[config.mk]
export PLATFORM = sky130hd
export DESIGN_NAME = vga_timing
export DESIGN_NICKNAME = d
export VERILOG_FILES = /design/src/rtl/vga_pkg.sv /design/src/rtl/mod_counter.sv /design/src/rtl/vga_timing.sv
export SDC_FILE = /design/constraint.sdc
export NUM_CORES = 1
export LEC_CHECK = 0
export ABC_CLOCK_PERIOD_IN_PS = 3400
export BUFFER_PORTS_ARGS = -buffer_cell sky130_fd_sc_hd__buf_2
export CORE_ASPECT_RATIO = 1.5
export CORE_MARGIN = 4
export CORE_UTILIZATION = 55
export DETAILED_ROUTE_END_ITERATION = 7
export HOLD_SLACK_MARGIN = 0.12
export PLACE_DENSITY = 0.85
export SLEW_MARGIN = 20
export SYNTH_ARGS = -nofsm -noshare
export SYNTH_HDL_FRONTEND = slang
export SYNTH_SLANG_ARGS = --single-unit
[constraint.sdc]
create_clock -name clk -period 3.4 [get_ports clk]
set_input_delay 0.34 -clock clk [delete_from_list [all_inputs] [get_ports clk]]
set_output_delay 0.34 -clock clk [all_outputs]
set_load 0.02 [all_outputs]
[src/rtl/vga_pkg.sv]
// Default 640x480@60 Hz VGA timing constants and the shared colour type.
package vga_pkg;

   localparam int unsigned CNT_W    = 10;
   localparam int unsigned RGB_W    = 12;

   localparam int unsigned H_ACTIVE = 640;
   localparam int unsigned H_FP     = 16;
   localparam int unsigned H_SYNC   = 96;
   localparam int unsigned H_BP     = 48;
   localparam int unsigned V_ACTIVE = 480;
   localparam int unsigned V_FP     = 10;
   localparam int unsigned V_SYNC   = 2;
   localparam int unsigned V_BP     = 33;

   localparam int unsigned H_TOTAL  = H_ACTIVE + H_FP + H_SYNC + H_BP;
   localparam int unsigned V_TOTAL  = V_ACTIVE + V_FP + V_SYNC + V_BP;
   localparam int unsigned HS_START = H_ACTIVE + H_FP;
   localparam int unsigned HS_END   = HS_START + H_SYNC;
   localparam int unsigned VS_START = V_ACTIVE + V_FP;
   localparam int unsigned VS_END   = VS_START + V_SYNC;

   typedef logic [RGB_W-1:0] rgb_t;

endpackage

[src/rtl/mod_counter.sv]
// Modulo-N up counter with enable; last_c flags the terminal count (N-1),
// i.e. the count that wraps to zero on the next enabled cycle.
module mod_counter
   import vga_pkg::*;
#(
   parameter int unsigned N = H_TOTAL,
   parameter int unsigned W = CNT_W
) (
   input  logic         clk,
   input  logic         rst_n,
   input  logic         en,
   output logic [W-1:0] cnt,
   output logic         last_c
);

   logic [W-1:0] cnt_q;
   logic [W-1:0] cnt_d;

   assign last_c = (cnt_q == W'(N - 1));
   assign cnt    = cnt_q;

   always_comb begin
      cnt_d = cnt_q;
      if (en) begin
         cnt_d = last_c ? '0 : cnt_q + W'(1);
      end
   end

   always_ff @(posedge clk or negedge rst_n) begin
      if (!rst_n) begin
         cnt_q <= '0;
      end else begin
         cnt_q <= cnt_d;
      end
   end

endmodule

[src/rtl/vga_timing.sv]
// VGA pixel prescaler, scan counters and registered sync/colour output stage.
// Sync and colour are captured together on pix_en so both lag col/row by one pixel.
module vga_timing
   import vga_pkg::*;
#(
   parameter int unsigned PIX_DIV  = 4,
   parameter int unsigned H_ACTIVE = vga_pkg::H_ACTIVE,
   parameter int unsigned H_FP     = vga_pkg::H_FP,
   parameter int unsigned H_SYNC   = vga_pkg::H_SYNC,
   parameter int unsigned H_BP     = vga_pkg::H_BP,
   parameter int unsigned V_ACTIVE = vga_pkg::V_ACTIVE,
   parameter int unsigned V_FP     = vga_pkg::V_FP,
   parameter int unsigned V_SYNC   = vga_pkg::V_SYNC,
   parameter int unsigned V_BP     = vga_pkg::V_BP
) (
   input  logic             clk,
   input  logic             rst,
   input  rgb_t             rgb_in,
   output logic [CNT_W-1:0] col,
   output logic [CNT_W-1:0] row,
   output logic             pix_en,
   output logic             frame_start,
   output logic             hs,
   output logic             vs,
   output logic [3:0]       r,
   output logic [3:0]       g,
   output logic [3:0]       b
);

   localparam int unsigned H_TOT  = H_ACTIVE + H_FP + H_SYNC + H_BP;
   localparam int unsigned V_TOT  = V_ACTIVE + V_FP + V_SYNC + V_BP;
   localparam int unsigned HS_BEG = H_ACTIVE + H_FP;
   localparam int unsigned HS_FIN = HS_BEG + H_SYNC;
   localparam int unsigned VS_BEG = V_ACTIVE + V_FP;
   localparam int unsigned VS_FIN = VS_BEG + V_SYNC;
   localparam int unsigned DIV_W  = (PIX_DIV > 2) ? $clog2(PIX_DIV) : 1;

   logic [DIV_W-1:0] div_q, div_d;
   logic             pix_en_q, pix_en_d;
   logic             frame_start_q, frame_start_d;
   logic             hs_q, hs_d;
   logic             vs_q, vs_d;
   rgb_t             rgb_q, rgb_d;
   logic             col_last_c, row_last_c, col_wrap_c;
   logic             active_c, hs_raw_c, vs_raw_c;

   assign col_wrap_c = pix_en_q && col_last_c;

   mod_counter #(.N(H_TOT), .W(CNT_W)) u_col (
      .clk    (clk),
      .rst_n  (rst),
      .en     (pix_en_q),
      .cnt    (col),
      .last_c (col_last_c)
   );

   mod_counter #(.N(V_TOT), .W(CNT_W)) u_row (
      .clk    (clk),
      .rst_n  (rst),
      .en     (col_wrap_c),
      .cnt    (row),
      .last_c (row_last_c)
   );

   // pix_en is looked ahead from div_d so the registered pulse sits on the
   // last clk of the pixel and the counters advance at its trailing edge.
   always_comb begin
      div_d         = (div_q == DIV_W'(PIX_DIV - 1)) ? '0 : div_q + DIV_W'(1);
      pix_en_d      = (div_d == DIV_W'(PIX_DIV - 1));
      frame_start_d = pix_en_d && col_last_c && row_last_c;

      active_c = (col < CNT_W'(H_ACTIVE)) && (row < CNT_W'(V_ACTIVE));
      hs_raw_c = !((col >= CNT_W'(HS_BEG)) && (col < CNT_W'(HS_FIN)));
      vs_raw_c = !((row >= CNT_W'(VS_BEG)) && (row < CNT_W'(VS_FIN)));

      hs_d  = hs_q;
      vs_d  = vs_q;
      rgb_d = rgb_q;
      if (pix_en_q) begin
         hs_d  = hs_raw_c;
         vs_d  = vs_raw_c;
         rgb_d = active_c ? rgb_in : '0;
      end
   end

   always_ff @(posedge clk or negedge rst) begin
      if (!rst) begin
         div_q         <= '0;
         pix_en_q      <= 1'b0;
         frame_start_q <= 1'b0;
         hs_q          <= 1'b1;
         vs_q          <= 1'b1;
         rgb_q         <= '0;
      end else begin
         div_q         <= div_d;
         pix_en_q      <= pix_en_d;
         frame_start_q <= frame_start_d;
         hs_q          <= hs_d;
         vs_q          <= vs_d;
         rgb_q         <= rgb_d;
      end
   end

   assign pix_en      = pix_en_q;
   assign frame_start = frame_start_q;
   assign hs          = hs_q;
   assign vs          = vs_q;
   assign {r, g, b}   = rgb_q;

endmodule

; ---- After elaboration in Yosys (flattened, before gate mapping)
; Index checks and enable logic that the tools add are counted.
[word_totals]
ff_bits = 38
input_bits = 14
out_inout_bits = 36
word_cells = 33
[op_classes]
addsub = 3
magnitude_cmp = 6
eq_ne = 4
muxes = 4
n_reduce_logical = 8
[ops]
columns = operator, n
row1 = $add A10 B1 Y10 const B, 2
row2 = $eq A10 B10 Y1 const B, 2
row3 = $lt A10 B10 Y1 const B, 2
row4 = $lt A10 B9 Y1 const B, 2
row5 = $mux W10, 2
row6 = $mux W12, 1
row7 = $ge A10 B10 Y1 const B, 1
row8 = $ge A10 B9 Y1 const B, 1
row9 = $logic_and A1 B1 Y1, 6
row10 = $eq A2 B2 Y1 const B, 2
row11 = $add A2 B1 Y2 const B, 1
row12 = $logic_not A1 Y1, 2
row13 = $mux W2, 1

; ---- Depth between registers and ports, before layout
; Gate-level depths: netlist of the first run.
[depth]
depth_word = 5
ltp_mapped = 7
ltp_nobuf = 6

; ---- By module
; From an unflattened synthesis of the first run, not the netlist that was laid out.
[unflattened]
cells_unflattened = 166
area_unflattened_um2 = 1838.0
[by_module_without_submodules]
columns = module, instances, cells_per_inst, area_per_inst_um2, seq_area_each_um2
row1 = vga_timing, 1, 64, 789.5, 452.9
row2 = mod_counter (u_row), 1, 52, 536.8, 250.2
row3 = mod_counter (u_col), 1, 50, 511.7, 250.2

; ---- Worst setup path before layout of the first run
; OpenSTA, ideal clock, no wires.
[synth_path]
path_kind = register -> register
from = register u_row.cnt_q[0] (netlist: u_row.cnt[0])
to = register u_row.cnt_q[2] (netlist: u_row.cnt[2])
setup_time_ns = 0.134
arrival_time_ns = 1.955
required_time_ns = 3.266
setup_slack_ns = 1.312
path_stages_with_launch = 8
path_buffers = 1
period_less_slack_ns = 2.088
path_cell_list = dfrtp_1 > inv_1 > ha_1 > or4b_1 > or4_1 > buf_2 > a21oi_2 > mux2i_1
[synth_between]
elab_chain_cells = 2
word_cells_on_any_way = 3
cone_classes = add/sub (1) / eq/ne (1) / mux (1)
[synth_lines]
columns = element, line_no
row1 = from (decl), mod_counter.sv:16  ; logic [W-1:0] cnt_q;
row2 = from (signal assigned), mod_counter.sv:33  ; cnt_q <= cnt_d;
row3 = $add A10 B1 Y10 or $eq A10 B10 Y1 (tied branches), "mod_counter.sv:25, mod_counter.sv:19"
row4 = $mux W10 (*), mod_counter.sv:25  ; cnt_d = last_c ? '0 : cnt_q + W'(1);
; Mark *: on every way between the ends. The rest lies on a longest branch, timed or not.
; A chain may end at the register's enable or synchronous reset.

; ---- Worst setup path in the final report of the first run
[layout_path]
from = register u_row.cnt_q[0] (netlist: u_row.cnt[0])
to = register u_row.cnt_q[9] (netlist: u_row.cnt[9])
; The elaborated chain is that of the path after synthesis.

==> PnR_summary.wiki, run 1 <==
{| class="wikitable"
! Metric !! Value
|-
| Status || complete, no violations
|-
| Maximum number of pins on one net before global-route repair || 39
|-
| Routed wire per std cell || ~14 µm
|-
| Detailed-routing iteration count for the pre-antenna-repair pass || 4
|-
| Worst-skew pair later-pin latency || 290 ps
|-
| Distinct cell type count after synthesis || 37
|-
| Number of instances in the synthesized netlist || 179
|-
| Async set or reset register ratio after synthesis || 1.000
|-
| Vias in the first global route || 1446
|-
| Worst-case setup margin in the final layout || 1245 ps
|-
| YS warnings || 0
|-
| Area share of the leading cell type in the synthesized netlist || 0.5014
|-
| Maximum clock skew at final layout || 7.136 ps
|-
| Post-placement cell area || 2073 µm²
|-
| Max Fclk || 464.0 MHz
|-
| Worst slew margin || 0.4657
|-
| Final Critical Period || 2155 ps
|-
| Nets || 250
|-
| Die footprint || 4264 µm²
|-
| Most frequent cells after synthesis || dfrtp_1 (36), inv_1 (22), nand2_1 (19), o21ai_0 (19), nand3_1 (9)
|-
| Detailed placer's ending HPWL || 2.800 mm
|-
| Final design instance area without fill || 2182 µm²
|-
| Row count || 25
|-
| Buffers added on ports || 49
|-
| Count leader, synth || dfrtp_1
|-
| Largest stage delay on the critical path || 630 ps
|-
| Area of the multi-input gates || 734.5 µm²
|-
| Filler cell count || 269
|-
| Post-place setup slack || ~1200 ps
|-
| Kind of launch point of the worst setup path || flip-flop
|-
| Vias per Instance || 5.395
|-
| Hold-fix buffers, CTS || 0
|-
| Number of synthesized register bits || 38
|-
| Final worst-path cycle share || 0.6339
|-
| Number of antenna violations at the first check in global routing || 0
|-
| Yosys top cell by area || dfrtp_1
|-
| Total setup buffers inserted after CTS || 0
|-
| Drt initial violations || 31
|-
| Worst ir drop on vdd || 0.3603 mV
|-
| Dominant cells by area after synthesis || dfrtp_1 (50%), o21ai_0 (5.3%), inv_1 (4.6%), ha_1 (4.2%), nand2_1 (4.0%)
|-
| Diodes inserted || 0
|-
| DR vias || around 1.5k
|-
| CTS resizes || 0
|-
| Final worst hold slack || roughly 130 ps
|-
| # IOs || 50
|-
| Root buffer cell || clkbuf_8
|-
| Seq/Total Area, Yosys || 0.5306
|-
| Final hold violation count || 0
|-
| Max-slew violation total from the final report || 0
|-
| Clock Tree Buf Depth || 2
|-
| Share of final-layout standard cells stronger than drive strength 1 || 0.2857
|-
| Type of the tightest min-delay check || input port to async pin
|-
| Effective utilization at floorplan || 0.5687
|-
| Per-instance average area after synthesis || 10.04 µm²
|-
| Worst setup path category || flip-flop to flip-flop
|-
| Endpoints failing setup || 0
|-
| Slew at the pin closest to its max-slew limit || 801.4 ps
|-
| Highest fanout seen on the critical path || 6
|-
| Total clock buffers created by CTS || 5
|-
| Placeable core region || 3159 µm²
|-
| Die Wd || 54.67 µm
|-
| Weighted congestion at the end of routability-driven global placement || 0.8645
|-
| EDFF count, synth || 0
|-
| Vertical die dimension || slightly below 80 µm
|-
| Clock transition at path regs || 70 ps
|-
| Total area of sequential cells || 953.4 µm²
|-
| GRT met1 Usage || 0.2292
|-
| Cell chain of the critical path || inv_1, ha_1, or4b_1, or4_1, o21ai_0, a31oi_1
|-
| Total GRT Usage || 0.2021
|-
| Most used flip-flop cell after synthesis || dfrtp_1
|-
| Most Used Layer, Global Route || met2
|-
| Congestion Overflow GR || 0
|-
| P per Cell Area || 398.7 nW/µm²
|-
| Aggregate routed wire length || 3.785 mm
|-
| Sink Count || 38
|-
| GR Layer Usage met3 || 0.05182
|-
| Total negative setup slack || 0 ps
|-
| First-pass GRT wire length || 6.341 mm
|-
| Arrival time worst endpoint || roughly 2300 ps
|-
| Post-detailed-route DRC marker count || 0
|-
| Highest-delay cell along the critical path || or4_1
|-
| Leakage power of the design || ~1.1 nW
|-
| Number of levels the H-tree was split into || 2
|-
| Unrepaired setup endpoints after global routing || no
|-
| Post-DRT Antenna Nets || 0
|-
| Clock tree from TritonCTS || done
|-
| Global routing usage on met2 || 0.3377
|-
| Maximum Capacitance Violations || 0
|-
| Synthesized area || 1797 µm²
|-
| Category of the worst setup path capture point || flip-flop
|-
| Post-synthesis net count || 199
|-
| Required arrival time at the worst endpoint || 3550 ps
|-
| Area delta synth->final || 21.45%
|}
-- state kept, by name (all words and copies together) (netlist names) --
register / count
vs: 1
u_row.cnt: 10
rgb_q: 12
frame_start: 1
hs: 1
pix_en: 1
u_col.cnt: 10
div_q: 2
-- metrics by stage --
| stage | total power, mW | util | instances |
|---|---|---|---|
| after global routing | 0.9021 | 0.6907 | 271 |
| after global placement | 0.5088 | 0.6562 | 263 |
| after floorplan | 0.4854 | - | 179 |
| after detailed placement | 0.5102 | 0.6562 | 263 |
| after CTS | 0.8775 | 0.6907 | 271 |
| final | 0.8700 | 0.6907 | 271 |
-- kinds of logic (layout without fill, tap and decap cells) --
family	after synthesis	in the layout	share of synthesized area
AO/OA/AOI/OAI	29	29	0.09541
XOR/XNOR	10	10	0.04874
adder cells (fa/ha/maj)	6	6	0.04178
buffers and inverters	28	80	0.06058
flip-flops	38	38	0.5306
multiplexers	2	2	0.01114
AND/OR/NAND/NOR	66	66	0.2117
-- path summary, 6_finish.rpt --
path	from	to	slack [ps]	depth (start not counted)
worst max-delay path	u_row.cnt[0]	u_row.cnt[9]	1240	6
worst min-delay path	rst	rgb_q[6]	130	1
worst max register to register	u_row.cnt[0]	u_row.cnt[9]	1240	6
worst min register to register	div_q[0]	div_q[0]	460	1
max in group asynchronous	rst	rgb_q[11]	2760	1
min in group clk	rgb_in[7]	rgb_q[7]	250	3
-- layout make-up --
type	count	share of cell area
repair buffers	50	0.1158
well taps	40	0.02294
multi-input cells	113	0.3366
inverters	22	0.03784
clock buffers	5	0.03154
flip-flops and latches	38	0.4369
clock inverters	3	0.01835
-- layer usage --
layer | part of all wire | vias to the layer above
met2 | 0.50 | 51
met3 | 0.075 | 11
met1 | 0.40 | 691
li1 | - | 709
met4 | 0.023 | 0
met5 | 0 | -
-- power breakdown --
part           switching, mW  internal, mW
Sequential           0.00337         0.459
Clock                  0.154         0.216
Combinational         0.0254        0.0125
Total                  0.183         0.687
-- cells in the final DEF, fill, tap and decap left out, types with 2 or more instances in the layout --
master    instances
a31oi_1           2
a41oi_1           3
and3_1            3
and4_1            2
buf_2            49
clkbuf_8          5
clkinv_2          2
dfrtp_1          36
dfstp_2           2
ha_1              6
inv_1            22
mux2i_1           2
nand2_1          19
nand2b_1          2
nand3_1           9
nand4_1           5
nor2_1            8
nor3_1            5
o21ai_0          19
or3_1             3
xnor2_1           5
xor2_1            5
-- critical path, delay by kind of cell, from the launching register on --
family / cells / cell delay (ps)
AO/OA/AOI/OAI: 2 / 240
adder cells (fa/ha/maj): 1 / 150
buffers and inverters: 1 / 130
flip-flops: 1 / 420
AND/OR/NAND/NOR: 2 / 1070
Power figures use the tool's default switching activity.
==> run 2: changes to the inputs <==
- ABC_CLOCK_PERIOD_IN_PS: 3400 -> 1800
- CORE_UTILIZATION: 55 -> 46
- PLACE_DENSITY: 0.85 -> 0.76
- clock period: 3.4 -> 1.8 ns (I/O delays scaled with it)
==> run 2 against run 1 <==
The flow now finishes with violations (setup timing). Largest cell class unchanged. Combinational power rose to 2.5 times the previous value. Worst hold slack improved by 340 ps. Design area increased by 17%. Clock-buffer cell count increased by 1. First-iteration DRC count increased by 45%. Critical path depth is the same.
==> PnR_summary.wiki, run 2 (synthesis results as in run 1) <==
{| class="wikitable"
! Metric !! Value
|-
| Congestion Overflow GR || 0 (unchanged)
|-
| Die Wd || 59.03 µm (+8.0%)
|-
| Worst setup path category || flip-flop to flip-flop
|-
| Largest register by flop count || rgb_q
|-
| Diodes inserted || 0 (unchanged)
|-
| Pwr Total || 1.573 mW (+81%)
|-
| Total GRT Usage || 0.1884 (-0.01362)
|-
| Highest-delay cell along the critical path || or4_4
|-
| Routed wire per std cell || 13.70 µm (-1.9%)
|-
| Final hold violation count || 0 (unchanged)
|-
| Required arrival time at the worst endpoint || 1970 ps (-1580 ps)
|-
| Share of final-layout standard cells stronger than drive strength 1 || 0.4074 (+0.1217)
|-
| Sink Count || 38 (unchanged)
|-
| Maximum number of pins on one net before global-route repair || 39 (unchanged)
|-
| Number of antenna violations at the first check in global routing || 0 (unchanged)
|-
| First-pass GRT wire length || 7.279 mm (+15%)
|-
| Maximum clock skew at final layout || 3.213 ps (-3.923 ps)
|-
| Sum of buffers and inverters on the critical path || 1 (unchanged)
|-
| Effective utilization at floorplan || 0.4835 (-0.08521)
|-
| Leakage power of the design || 1.302 nW (+14%)
|-
| Leading cell type in the layout, fill and taps excluded || buf_2
|-
| Cell count of the worst reg-to-reg path || 6 (unchanged)
|-
| Root buffer cell || clkbuf_8
|-
| # IOs || 50 (unchanged)
|-
| Weighted congestion at the end of routability-driven global placement || 0.8686 (+0.47%)
|-
| Post-detailed-route DRC marker count || 0 (unchanged)
|-
| Worst slew margin || 0.6779 (+0.2121)
|-
| Worst-skew pair later-pin latency || 290 ps (about the same)
|-
| Kind of launch point of the worst setup path || flip-flop
|-
| Max Fclk || 522.4 MHz (+13%)
|-
| Slew at the pin closest to its max-slew limit || 483.2 ps (-318.2 ps)
|-
| Number of cells in the finished layout apart from fillers || 313 (+15%)
|-
| Family of cells with the greatest summed delay on the critical path || simple AND/OR/NAND/NOR gates
|-
| Cells on Worst Hold Path || 1
|-
| Final worst-path cycle share || 1.063 (+0.4295)
|-
| Nets || 289 (+16%)
|-
| Type of the tightest min-delay check || flip-flop to flip-flop
|-
| Detailed-routing iteration count for the pre-antenna-repair pass || 4 (unchanged)
|-
| Endpoints failing setup || 6 (+6)
|-
| Buffers added on ports || 49 (unchanged)
|-
| Commonest non-fill, non-tap cells in the layout || buf_2 (49), dfrtp_1 (27), buf_4 (27)
|-
| Category of the worst setup path capture point || flip-flop
|-
| Highest fanout seen on the critical path || 6 (unchanged)
|-
| Area delta synth->final || 42.06%
|-
| Maximum Capacitance Violations || 0 (unchanged)
|-
| Unrepaired setup endpoints after global routing || yes
|-
| Number of levels the H-tree was split into || 2 (unchanged)
|-
| Die footprint || 4990 µm² (+17%)
|-
| Filler cell count || 297 (+10%)
|-
| Final worst hold slack || 470.6 ps (+340.6 ps)
|-
| Violated checks || setup timing
|-
| Drt initial violations || 45 (+45%)
|-
| Finished Core Util || 0.6869 (-0.003824)
|-
| Clock tree from TritonCTS || done
|-
| P per Cell Area || 616.2 nW/µm² (+55%)
|-
| Depth of the critical timing path with buffers and inverters included || 6 (unchanged)
|-
| Largest stage delay on the critical path || 480 ps (-150 ps)
|-
| Worst-case setup margin in the final layout || -114.1 ps (-1359 ps)
|-
| Placeable core region || 3716 µm² (+18%)
|-
| Vias in the first global route || 1647 (+14%)
|-
| DR vias || 1606 (+9.8%)
|-
| Final Critical Period || 1914 ps (-241.3 ps)
|-
| Worst ir drop on vdd || 0.6279 mV (+74%)
|-
| Row count || 27 (+8.0%)
|-
| Vertical die dimension || 84.54 µm (+8.4%)
|-
| Total clock buffers created by CTS || 5 (unchanged)
|-
| Clock transition at path regs || 70 ps (about the same)
|-
| Arrival time worst endpoint || 2080 ps (-230 ps)
|-
| Detailed placer's ending HPWL || 3.106 mm (+11%)
|-
| Clock Tree Buf Depth || 2 (unchanged)
|-
| Post-DRT Antenna Nets || 0 (unchanged)
|-
| Cell chain of the critical path || inv_2, ha_4, or4b_4, or4_4, a21oi_2, mux2i_1
|-
| Status || complete, but fails checks
|-
| Vias per Instance || 5.131 (-4.9%)
|-
| Max-slew violation total from the final report || 0 (unchanged)
|-
| DP Cell Count || 289 (+9.9%)
|-
| Largest register FFs || 12 (unchanged)
|-
| Aggregate routed wire length || 4.288 mm (+13%)
|}
[run 2: what timing repair did]
item / in CTS / in global routing
hold buffers: 13 / 0
buffers inserted: 1 / 2
pin swaps: 1 / 1
setup endpoints to repair: 6 / 7
gates resized for setup: 5 / 2
hold endpoints to repair: 48 / 0
[run 2: layout make-up]
class | instances | area [µm²] | share of cell area
Clock buffer | 6 | 82.58 | 0.03235
Clock inverter | 2 | 12.51 | 0.004902
Inverter | 22 | 82.58 | 0.03235
Multi-Input combinational cell | 113 | 778.2 | 0.3049
Sequential cell | 38 | 964.7 | 0.3779
Tap cell | 43 | 53.80 | 0.02108
Timing Repair Buffer | 89 | 578.1 | 0.2265
[run 2: final timing paths]
kind	from	end	slack, ps
max	u_row.cnt[0]	u_row.cnt[2]	-110
min in group asynchronous	rst	rgb_q[8]	480
min	div_q[0]	div_q[0]	470
min reg2reg	div_q[0]	div_q[0]	470
max in group asynchronous	rst	u_col.cnt[4]	960
max reg2reg	u_row.cnt[0]	u_row.cnt[2]	-110
[run 2: routing by layer]
metal | GRT usage | share of wire
met1 | 0.2173 | 0.41
met3 | 0.05385 | 0.060
met5 | 0 | 0
met4 | 0.06186 | 0.019
met2 | 0.3260 | 0.51
[run 2: power by group]
group	total (mW)	switching [mW]	internal [mW]
logic	0.0965	0.0530	0.0435
registers	0.873	0.00602	0.867
clock network	0.603	0.296	0.308
total	1.57	0.355	1.22
[run 2: metrics by stage]
step | cell area, µm² | setup TNS, ps | setup slack [ps]
after floorplan | 1841 | -722.8 | -161.8
after global placement | 2276 | -627.9 | -147.1
after detailed placement | 2276 | -925.1 | -203.7
after CTS | 2529 | -360.6 | -107.5
after global routing | 2552 | -706.7 | -161.1
final | 2552 | -373.9 | -114.1
==> run 3: changes to the inputs <==
- CORE_UTILIZATION: 46 -> 47
- PLACE_DENSITY: 0.76 -> 0.78
- SYNTH_HIERARCHICAL: not set -> 1
==> run 3 against run 2 <==
The run now ends clean. Worst hold slack got worse by 340 ps. Clock skew rose by 1.5 ps. Sequential share of layout area fell by 0.75 points. Sequential power barely moved. Total power rose by 19%. Fmax rose by 8.1%. Design area rose by 1.4%. Register-to-register slack improved by 140 ps. Critical path depth did not move. Clock power rose by 47%. Die area rose by 0.11%. Via count fell by 0.44%. Critical path type unchanged.
==> PnR_summary.wiki, run 3 <==
{| class="wikitable"
! Metric !! Value
|-
| Nets || 269 (-6.9%)
|-
| Aggregate routed wire length || 4.395 mm (+2.5%)
|-
| Worst ir drop on vdd || 0.7970 mV (+27%)
|-
| Kind of launch point of the worst setup path || flip-flop
|-
| Die footprint || 4996 µm² (+0.11%)
|-
| Number of instances in the synthesized netlist || 166 (-7.3%)
|-
| Most used flip-flop cell after synthesis || dfrtp_1
|-
| P per Cell Area || 720.7 nW/µm² (+17%)
|-
| Worst slew margin || 0.6695 (-0.008361)
|-
| Total GRT Usage || 0.1866 (-0.001874)
|-
| Number of levels the H-tree was split into || 2 (unchanged)
|-
| Yosys top cell by area || dfrtp_1
|-
| Diodes inserted || 0 (unchanged)
|-
| Parity-gate share of the synthesized area counting xor and xnor cells || 0.04289 (-0.005860)
|-
| Worst setup path category || flip-flop to flip-flop
|-
| Root buffer cell || clkbuf_8
|-
| EDFF count, synth || 0 (unchanged)
|-
| Distinct cell type count after synthesis || 45 (+22%)
|-
| Leakage power of the design || 1.255 nW (-3.6%)
|-
| Async set or reset register ratio after synthesis || 1.000 (unchanged)
|-
| Unrepaired setup endpoints after global routing || yes
|-
| Buffers added on ports || 49 (unchanged)
|-
| Leading cell type in the layout, fill and taps excluded || buf_2
|-
| Cell count of the worst reg-to-reg path || 6 (unchanged)
|-
| Total negative setup slack || 0 ps (+373.9 ps)
|-
| Commonest non-fill, non-tap cells in the layout || buf_2 (49), dfrtp_1 (32), buf_4 (24)
|-
| Endpoints failing setup || 0 (-6)
|-
| Worst-skew pair later-pin latency || 290 ps (about the same)
|-
| Fraction of the mapped netlist area in compound gates || 0.1259 (+0.03053)
|-
| Multiplexer share of the synthesized area || 0.01157 (+0.0004304)
|-
| Arrival time worst endpoint || 1980 ps (-100 ps)
|-
| Final Critical Period || 1771 ps (-142.9 ps)
|-
| Max Fclk || 564.6 MHz (+8.1%)
|-
| Destination of the critical timing path || u_row/cnt[9]
|-
| Main combinational cell family by area after synthesis || simple AND/OR/NAND/NOR gates
|-
| Weighted congestion at the end of routability-driven global placement || 0.8507 (-2.1%)
|-
| Number of antenna violations at the first check in global routing || 0 (unchanged)
|-
| Die Wd || 59.06 µm (about the same)
|-
| Synthesized area || 1838 µm² (+2.3%)
|-
| Category of the worst setup path capture point || flip-flop
|-
| Dominant cells by area after synthesis || dfrtp_1 (49%), a31o_1 (4.8%), nor2b_1 (4.1%), ha_1 (3.4%), dfstp_2 (2.9%)
|-
| First-pass GRT wire length || 7.176 mm (-1.4%)
|-
| Highest fanout seen on the critical path || 4 (-2)
|-
| Most frequent cells after synthesis || dfrtp_1 (36), nor2b_1 (12), a31o_1 (10), nand2_1 (10)
|-
| Area delta synth->final || 40.78%
|-
| Required arrival time at the worst endpoint || 2010 ps (+40 ps)
|-
| Slew at the pin closest to its max-slew limit || 491.2 ps (+8.011 ps)
|-
| Post-place setup slack || -31.58 ps (+172.2 ps)
|-
| Max-slew violation total from the final report || 0 (unchanged)
|-
| Clock Tree Buf Depth || 2 (unchanged)
|-
| Maximum clock skew at final layout || 4.675 ps (+1.462 ps)
|-
| Final worst-path cycle share || 0.9840 (-0.07937)
|-
| Type of the tightest min-delay check || input port to flip-flop
|-
| DR vias || 1599 (-0.44%)
|-
| Sink Count || 38 (unchanged)
|-
| Endpoint of the most critical register-to-register path || u_row/cnt[9]
|-
| Congestion Overflow GR || 0 (unchanged)
|-
| Largest register FFs || 12 (unchanged)
|-
| Status || complete, no violations
|-
| YS warnings || 6 (+6)
|-
| Post-placement cell area || 2320 µm² (+1.9%)
|-
| Vias in the first global route || 1640 (-0.43%)
|-
| Detailed-routing iteration count for the pre-antenna-repair pass || 4 (unchanged)
|-
| Post-DRT Antenna Nets || 0 (unchanged)
|-
| Vertical die dimension || 84.59 µm (about the same)
|-
| Clock transition at path regs || 70 ps (about the same)
|-
| Clock tree from TritonCTS || done
|-
| Effective utilization at floorplan || 0.4946 (+0.01111)
|-
| Count leader, synth || dfrtp_1
|-
| Launch instance of the worst register-to-register path || u_col/cnt[5]
|-
| Per-instance average area after synthesis || 11.07 µm² (+10%)
|-
| Maximum Capacitance Violations || 0 (unchanged)
|-
| Area share of the leading cell type in the synthesized netlist || 0.4901 (-0.01126)
|-
| Maximum number of pins on one net before global-route repair || 27 (-31%)
|-
| Post-synthesis net count || 185 (-7.0%)
|-
| Placeable core region || 3716 µm² (unchanged)
|-
| Worst-case setup margin in the final layout || 28.78 ps (+142.9 ps)
|-
| Drt initial violations || 68 (+51%)
|-
| Finished Core Util || 0.6963 (+0.009427)
|-
| Detailed placer's ending HPWL || 3.133 mm (+0.87%)
|-
| Final design instance area without fill || 2587 µm² (+1.4%)
|-
| Simple-gate area share of the yosys netlist || 0.2342 (+0.02247)
|-
| Number of synthesized register bits || 38 (unchanged)
|-
| Routed wire per std cell || 14.95 µm (+9.1%)
|-
| Post-detailed-route DRC marker count || 0 (unchanged)
|-
| Number of cells in the finished layout apart from fillers || 294 (-6.1%)
|-
| Vias per Instance || 5.439 (+6.0%)
|-
| Share of final-layout standard cells stronger than drive strength 1 || 0.4183 (+0.01092)
|-
| Largest register by flop count || rgb_q
|-
| Synthesized-area fraction occupied by adder cells || 0.03404 (-0.007746)
|-
| DP Cell Count || 274 (-5.2%)
|-
| Pwr Total || 1.865 mW (+19%)
|-
| Total clock buffers created by CTS || 5 (unchanged)
|-
| Row count || 27 (unchanged)
|-
| Final hold violation count || 0 (unchanged)
|-
| Final worst hold slack || 131.6 ps (-339.0 ps)
|-
| Critical Path Start || u_col/cnt[5]
|-
| Worst setup slack for register-to-register paths || 30 ps (+140 ps)
|-
| # IOs || 50 (unchanged)
|-
| Seq/Total Area, Yosys || 0.5187 (-0.01192)
|}
run 3: how the worst min path moves through the flow:
stage                          start            to  slack, ps  cells after the start
final                      rgb_in[0]      rgb_q[0]        130                      2
after global routing       rgb_in[2]      rgb_q[2]        120                      2
after CTS                 rgb_in[11]     rgb_q[11]        120                      2
after detailed placement         rst  u_col/cnt[8]        180                      1
after global placement           rst      rgb_q[9]        170                      1
after floorplan                  rst      div_q[0]       -120                      0
run 3: layout make-up:
| class | instances | area (µm²) |
|---|---|---|
| sequential | 38 | 958.4 |
| fill | 272 | 1129 |
| timing repair buffer | 83 | 525.5 |
| clock buffer | 6 | 82.58 |
| inverter | 7 | 26.28 |
| tap | 43 | 53.80 |
| multi-input combinational | 115 | 880.8 |
| clock inverter | 2 | 60.06 |
run 3: repair_timing:
item                                    in CTS  in global routing
resized for setup                            0                  2
pin swaps                                    2                  8
hold buffers                                 8                  2
endpoints found under the hold margin       26                  2
buffers inserted                             0                  2
endpoints found under the setup margin       3                  5
run 3: kinds of logic after synthesis:
logic type                 Yosys count
AOI/OAI and AO/OA                   31
adders and majority gates            5
muxes                                2
buffers and inverters               13
DFF                                 38
and+or+nand+nor                     68
xor gates and xnor gates             9
run 3: per-layer routing:
metal  up-vias  GRT usage  wire length [µm]
met4         0    0.05567                59
met3         6    0.04769               207
met1       773     0.2006              1756
met5         -          0                 0
met2        50     0.3441              2371
li1        770          -                 -
run 3: power breakdown:
part / switching (mW) / internal (mW) / leakage [nW]
logic: 0.0535 / 0.0514 / 0.708
registers: 0.00586 / 0.867 / 0.475
clock network: 0.296 / 0.591 / 0.0714
total: 0.355 / 1.51 / 1.25
run 3: critical path: stages, from the launching register on:
cell       delay [ps]
dfrtp_2           400
nand4bb_4         240
nor4_4            250
and2_4            210
nand3_2            60
or4_1             390
a22oi_1           140
